`src/rtl/mem_access_ctrl.sv`:
```
// MEM-stage data-memory access controller: derives byte enables, replicates store data,
// runs a req/ack bus handshake with timeout and registers load data for the extension stage.
module mem_access_ctrl #(
  parameter int TIMEOUT = 16,
  parameter int TO_W    = 5
) (
  input  logic        clk,
  input  logic        rst_n,
  input  logic        req_valid,
  input  logic        MemWrite,
  input  logic [1:0]  size,
  input  logic [31:0] addr,
  input  logic [31:0] wdata,
  output logic        bus_req,
  output logic        bus_we,
  output logic [31:0] bus_addr,
  output logic [3:0]  bus_be,
  output logic [31:0] bus_wdata,
  input  logic        bus_ack,
  input  logic [31:0] bus_rdata,
  output logic [3:0]  BE,
  output logic [31:0] rdata_q,
  output logic        rdata_valid,
  output logic        stall,
  output logic        misalign,
  output logic        bus_err
);

  typedef enum logic [1:0] {S_IDLE, S_REQ, S_DONE, S_ERR} state_t;

  state_t            state_q, state_d;
  logic [TO_W-1:0]   cnt_q;
  logic [31:0]       addr_q, wdata_q;
  logic [3:0]        be_q;
  logic              we_q;
  logic              cause_to_q;

  logic [3:0]        be_calc;
  logic              mis_calc;
  logic [31:0]       wdata_rep;
  logic              timeout_hit;

  // NOTE: every signal written in an always_comb gets a default first, otherwise a
  // path that skips the assignment infers a latch.
  always_comb begin
    be_calc   = 4'b0000;
    mis_calc  = 1'b0;
    wdata_rep = wdata;
    unique case (size)
      2'b00: begin
        be_calc   = 4'b0001 << addr[1:0];
        wdata_rep = {4{wdata[7:0]}};
      end
      2'b01: begin
        be_calc   = addr[1] ? 4'b1100 : 4'b0011;
        mis_calc  = addr[0];
        wdata_rep = {2{wdata[15:0]}};
      end
      2'b10: begin
        be_calc  = 4'b1111;
        mis_calc = |addr[1:0];
      end
      default: mis_calc = 1'b1;
    endcase
  end

  assign timeout_hit = (cnt_q == TO_W'(TIMEOUT - 1));

  always_comb begin
    state_d = state_q;
    stall   = 1'b0;
    unique case (state_q)
      S_IDLE: begin
        // Gated with rst_n so the pipeline is released the moment reset is asserted.
        stall = req_valid & rst_n;
        if (req_valid) state_d = mis_calc ? S_ERR : S_REQ;
      end
      S_REQ: begin
        stall = 1'b1;
        if (bus_ack)          state_d = S_DONE;
        else if (timeout_hit) state_d = S_ERR;
      end
      S_DONE:  state_d = S_IDLE;
      S_ERR:   state_d = S_IDLE;
      default: state_d = S_IDLE;
    endcase
  end

  // NOTE: sequential state uses non-blocking assignments so every register samples
  // pre-edge values regardless of statement order.
  always_ff @(posedge clk or negedge rst_n) begin
    if (!rst_n) begin
      state_q    <= S_IDLE;
      cnt_q      <= '0;
      addr_q     <= '0;
      wdata_q    <= '0;
      be_q       <= '0;
      we_q       <= 1'b0;
      cause_to_q <= 1'b0;
      rdata_q    <= '0;
      BE         <= '0;
    end else begin
      state_q <= state_d;
      unique case (state_q)
        S_IDLE: begin
          if (req_valid) begin
            cause_to_q <= 1'b0;
            if (!mis_calc) begin
              addr_q  <= {addr[31:2], 2'b00};
              be_q    <= be_calc;
              we_q    <= MemWrite;
              wdata_q <= wdata_rep;
              cnt_q   <= '0;
            end
          end
        end
        S_REQ: begin
          cnt_q <= cnt_q + 1'b1;
          if (bus_ack) begin
            if (!we_q) begin
              rdata_q <= bus_rdata;
              BE      <= be_q;
            end
          end else if (timeout_hit) begin
            cause_to_q <= 1'b1;
          end
        end
        default: ;
      endcase
    end
  end

  assign bus_req     = (state_q == S_REQ);
  assign bus_we      = we_q;
  assign bus_addr    = addr_q;
  assign bus_be      = be_q;
  assign bus_wdata   = wdata_q;
  assign rdata_valid = (state_q == S_DONE) & ~we_q;
  assign misalign    = (state_q == S_ERR) & ~cause_to_q;
  assign bus_err     = (state_q == S_ERR) & cause_to_q;

endmodule

```
`config.mk`:
```
export PLATFORM = sky130hd
export DESIGN_NAME = mem_access_ctrl
export DESIGN_NICKNAME = d
export VERILOG_FILES = /design/src/rtl/mem_access_ctrl.sv
export SDC_FILE = /design/constraint.sdc
export NUM_CORES = 1
export LEC_CHECK = 0
export CAP_MARGIN = 20
export CORE_ASPECT_RATIO = 0.9
export CORE_UTILIZATION = 46
export CTS_CLUSTER_SIZE = 25
export DETAILED_ROUTE_END_ITERATION = 8
export PLACE_DENSITY_LB_ADDON = 0.08
export SYNTH_ARGS = -nofsm -noshare
export SYNTH_HDL_FRONTEND = slang
export SYNTH_SLANG_ARGS = --single-unit
```
`constraint.sdc`:
```
create_clock -name clk -period 4 [get_ports clk]
set_input_delay 0.4 -clock clk [delete_from_list [all_inputs] [get_ports clk]]
set_output_delay 0.4 -clock clk [all_outputs]
set_load 0.03 [all_outputs]
```
## After elaboration in Yosys (flattened, before gate mapping)

Index checks and enable logic that the tools add are counted.

- Bits in registers: 111
- Input port bits: 103
- Logic and storage cells: 56

- Add/sub/neg operators: 1
- Equality and inequality tests: 11
- Shift-type cells: 1
- Muxes and demuxes: 17
- Bitwise operators: 7
- Reduce and logical (&&, ||, !) cells: 10

Operator list:

| cell | count |
|---|---|
| case mux 32 bit (2 select lines) | 1 |
| case mux 4 bit (3 select lines) | 1 |
| two-way mux 5 bit | 2 |
| case mux 5 bit (2 select lines) | 1 |
| AND reduction 3 bit | 3 |
| two-way mux 2 bit | 4 |
| == test 2 bit (second input constant) | 3 |
| inequality test 2 bit (second input constant) | 3 |
| case mux 2 bit (3 select lines) | 1 |
| adder 5 x 1 -> 5 bit (second input constant) | 1 |
| == test 5 x 4 -> 1 bit (second input constant) | 1 |
| bitwise AND 1 bit | 4 |
| == test 2 x 1 -> 1 bit (second input constant) | 2 |
| zero test 2 bit | 2 |
| two-way mux 4 bit | 1 |
| case mux 1 bit (2 select lines) | 2 |
| AND reduction 4 bit | 1 |
| OR reduction 2 bit | 2 |
| left shift 1 x 2 -> 4 bit (first input constant) | 1 |
| two-way mux 1 bit | 3 |
| inequality test 3 x 1 -> 1 bit (second input constant) | 1 |
| inverter 1 bit | 3 |
| case mux 1 bit (3 select lines) | 1 |
| inequality test 2 x 1 -> 1 bit (second input constant) | 1 |
| 2 further kinds | 2 |

## Logic depth before layout (Yosys ltp)

- Word-level depth: 5
- Gate-level depth with buffers: 6
- Mapped depth without buffers: 5

## Worst setup path before layout

No wires, ideal clock.

- Path type: in2reg
- Start: input size[0]
- End: register addr_q[10], in the netlist bus_addr[10]
- Data arrival time: 1.673 ns
- Data required time: 3.875 ns
- Path slack: 2.202 ns
- Cell stages on the path: 6
- Cells stage by stage: buf_2 > or3_4 > a21o_1 > buf_6 > buf_12 > mux2_4

- Cells in the longest elaborated chain, start to end: 4
- Elaborated cells on any way between the ends: 6
- Classes of those cells: 2 x eq/ne; 1 x mux; 1 x bitwise; 2 x reduce/logical

Ends and longest elaborated chain:

| element | line | RTL |
|---|---|---|
| from (decl) | 11 | `input logic [1:0] size,` |
| == test 2 bit, or another cell as far along | 49 | `unique case (size)` |
| case mux 1 bit (3 select lines) (*) | 49 |  |
| inverter 1 bit (no line) (*) | -- |  |
| AND reduction 3 bit (no line) (*) | -- |  |
| to (signal assigned) | 109 | `addr_q <= {addr[31:2], 2'b00};` |
| to (decl) | 33 | `logic [31:0] addr_q, wdata_q;` |

Mark *: on every way between the ends. The rest lies on a longest branch, timed or not.
A chain may end at the register's enable or synchronous reset.

## Worst setup path after layout

- Start: register state_q[0]
- End: output bus_req

- Cells in the longest elaborated chain, start to end: 1

Ends and longest elaborated chain:

| element | line | RTL |
|---|---|---|
| from (decl) | 31 | `state_t state_q, state_d;` |
| from (signal assigned) | 103 | `state_q <= state_d;` |
| == test 2 x 1 -> 1 bit | 133 | `assign bus_req = (state_q == S_REQ);` |
| to (decl) | 14 | `output logic bus_req,` |

Every way passes these cells.

==> impl_metrics.json <==
{
  "overflow": 0,
  "synthCells": 332,
  "nNetsFinal": 642,
  "worstSetupPathType": "reg2out",
  "ys_ff_latch": 111,
  "clockBufferDepth": 2,
  "avgSynthCellArea_um2": 15.26,
  "rsz0062_at_grt": "no",
  "setup-tns-final_ns": 0,
  "wl_mm": 11.55,
  "die_y_um": 101.6,
  "ys_top_cells_by_count": "111 x dfrtp_1, 60 x mux2_4, 55 x mux2_2",
  "postCtsSetupBuffers": 0,
  "syn-cell-area_um2": 5066,
  "die_x_um": 112.6,
  "io_buffers": 210,
  "startpoint_type": "register",
  "synthTopCellsByArea": "dfrtp_1 55%, mux2_4 18%, mux2_2 12%",
  "final_cell_count_no_fill": 671,
  "final_util": 0.7105,
  "hold_buffers": 0,
  "grtUsageTotal": 0.2091,
  "relSlewSlack": 0.2635,
  "finalClockSkew_ns": 0.006369,
  "status": "finished, final reports clean",
  "layout_min_cycle_time_ns": 2.508,
  "p_total_mw": 6.277,
  "power.density_nw_per_um2": 844.2,
  "worst_skew_pair.late_latency_ns": 0.34,
  "final-seq-area_um2": 2778,
  "drive_above_1_share": 0.2638,
  "antenna_found_initial": 0,
  "yosysWarnings": 0,
  "finalSetupViolations": 0,
  "synth_cell_type_count": 38,
  "rows": 35,
  "hold_violations": 0,
  "numCtsBuffers": 9,
  "cts_sinks": 111,
  "synth-async-reset-ratio": 1.000,
  "cts_resized": 0,
  "worstPathRequired_ns": 3.60,
  "drc_errors": 0,
  "die-area_um2": 11440,
  "crit_path_end_kind": "primary output",
  "grt_pass1_wl_mm": 18.45,
  "ys.flop_type": "dfrtp_1",
  "gp_congestion": 0.7085,
  "synth_area_leader_cell": "dfrtp_1",
  "hold_ws_ns": 0.2715,
  "seq_area_frac_synth": 0.5483,
  "area_growth_pct": 46.78,
  "htree_levels": 3,
  "maxCapViolations": 0,
  "antenna_cells": 0,
  "drv_slew": 0,
  "yosysMostFrequentCell": "dfrtp_1",
  "netlist.area_leader.share": 0.5483,
  "p_leak_nw": 3.310,
  "grt_max_degree": 70,
  "coreArea_um2": 10470,
  "tightest_slew_ns": 1.105,
  "fillers": 751,
  "place_inst": 655,
  "synth_edf_count": 0,
  "grt_pass1_vias": 3592,
  "cp.arrival_ns": 2.11,
  "start_util": 0.4840,
  "firstDrtPassIters": 4,
  "fmax_ghz": 0.3987,
  "hpwlAfterDp_mm": 8.276,
  "post-route-period-util": 0.6271,
  "drtIter0Drc": 83,
  "irDropWorstVdd_mv": 0.5026,
  "hp-class": "in2async",
  "vias": 3356,
  "io_pins": 213,
  "worst-path-max-fanout": 12,
  "path_clk_slew_ns": 0.07,
  "cts_tree": "done",
  "multi_input_area_um2": 2077,
  "clockRootBuffer": "clkbuf_16",
  "ant_nets": 0,
  "routedWlPerCell_um": 17.21,
  "viasPerCell": 5.001
}
==> metal layers <==
| metal | global-route usage | vias up | share of wire |
|---|---|---|---|
| li1 | - | 1577 | - |
| met1 | 0.2498 | 1640 | 0.41 |
| met2 | 0.3594 | 130 | 0.50 |
| met3 | 0.07720 | 9 | 0.088 |
| met4 | 0.05436 | 0 | 0.0088 |
| met5 | 0 | - | 0 |
==> layout by cell type, fill, tap and decap left out, drive strengths merged, types with 2 or more instances in the layout <==
cell type and count:
o22ai 3, a22o 2, nor4b 2, clkbuf 10
mux2i 8, nand2 17, dfrtp 111, nand2b 2
nor2 5, buf 6, conb 2, and3 2
clkinv 3, mux2 115, o21ai 11, inv 3
clkinvlp 2, a221o 3, xor2 2, a21o 5
ha 2, clkdlybuf4s50 209, a21oi 3, nor3b 4
==> sequential cells by signal, indices dropped and copies added, names as in the netlist <==
signal,count
BE,4
bus_addr,30
bus_be,4
bus_wdata,32
bus_we,1
cause_to_q,1
cnt_q,5
rdata_q,32
state_q,2
==> worst paths after layout <==
| path | startpoint | to | slack, ns | cells after the start |
|---|---|---|---|---|
| worst max-delay path | state_q[0] | bus_req | 1.49 | 3 |
| worst min-delay path | rst_n | rdata_q[27] | 0.27 | 2 |
| worst max register to register | state_q[0] | bus_wdata[21] | 1.88 | 3 |
| worst min register to register | rdata_q[23] | rdata_q[23] | 0.51 | 1 |
| max in group asynchronous | rst_n | bus_addr[23] | 2.65 | 3 |
| min in group clk | rdata_q[23] | rdata_q[23] | 0.51 | 1 |
==> stage by stage <==
stage / instance area [um2] / setup WS [ns]
2_1_floorplan: 5070 / 2.202
3_3_place_gp: 7161 / 1.249
3_5_place_dp: 7161 / 1.243
4_1_cts: 7436 / 1.478
5_1_grt: 7436 / 1.362
6_report: 7436 / 1.492
==> critical path, cell delays in order, from the launching register on <==
cell	delay [ns]
dfrtp_1	0.51
or2b_1	0.41
inv_1	0.15
clkdlybuf4s50_1	0.70
==> report_power, final <==
part / internal [mW] / total [mW] / switching [mW]
sequential: 1.67 / 2.01 / 0.332
combinational: 1.71 / 3.43 / 1.72
clock: 0.427 / 0.837 / 0.410
==> area by class of cell <==
type | count | area share
inverters | 2 | 0.001010
well taps | 129 | 0.02171
clock inverters | 6 | 0.006226
repair buffers | 215 | 0.2874
multi-input cells | 198 | 0.2793
clock buffers | 10 | 0.03079
flip-flops and latches | 111 | 0.3735
==> logic make-up after synthesis <==
kind of cell | share of synthesized area
adder cells (fa/ha/maj) | 0.004939
AND/OR/NAND/NOR | 0.04396
multiplexers | 0.3159
buffers and inverters | 0.04495
other | 0.0007402
XOR/XNOR | 0.005187
flip-flops | 0.5483
AO/OA/AOI/OAI | 0.03606
No activity file was read; power rests on OpenSTA's default activity.
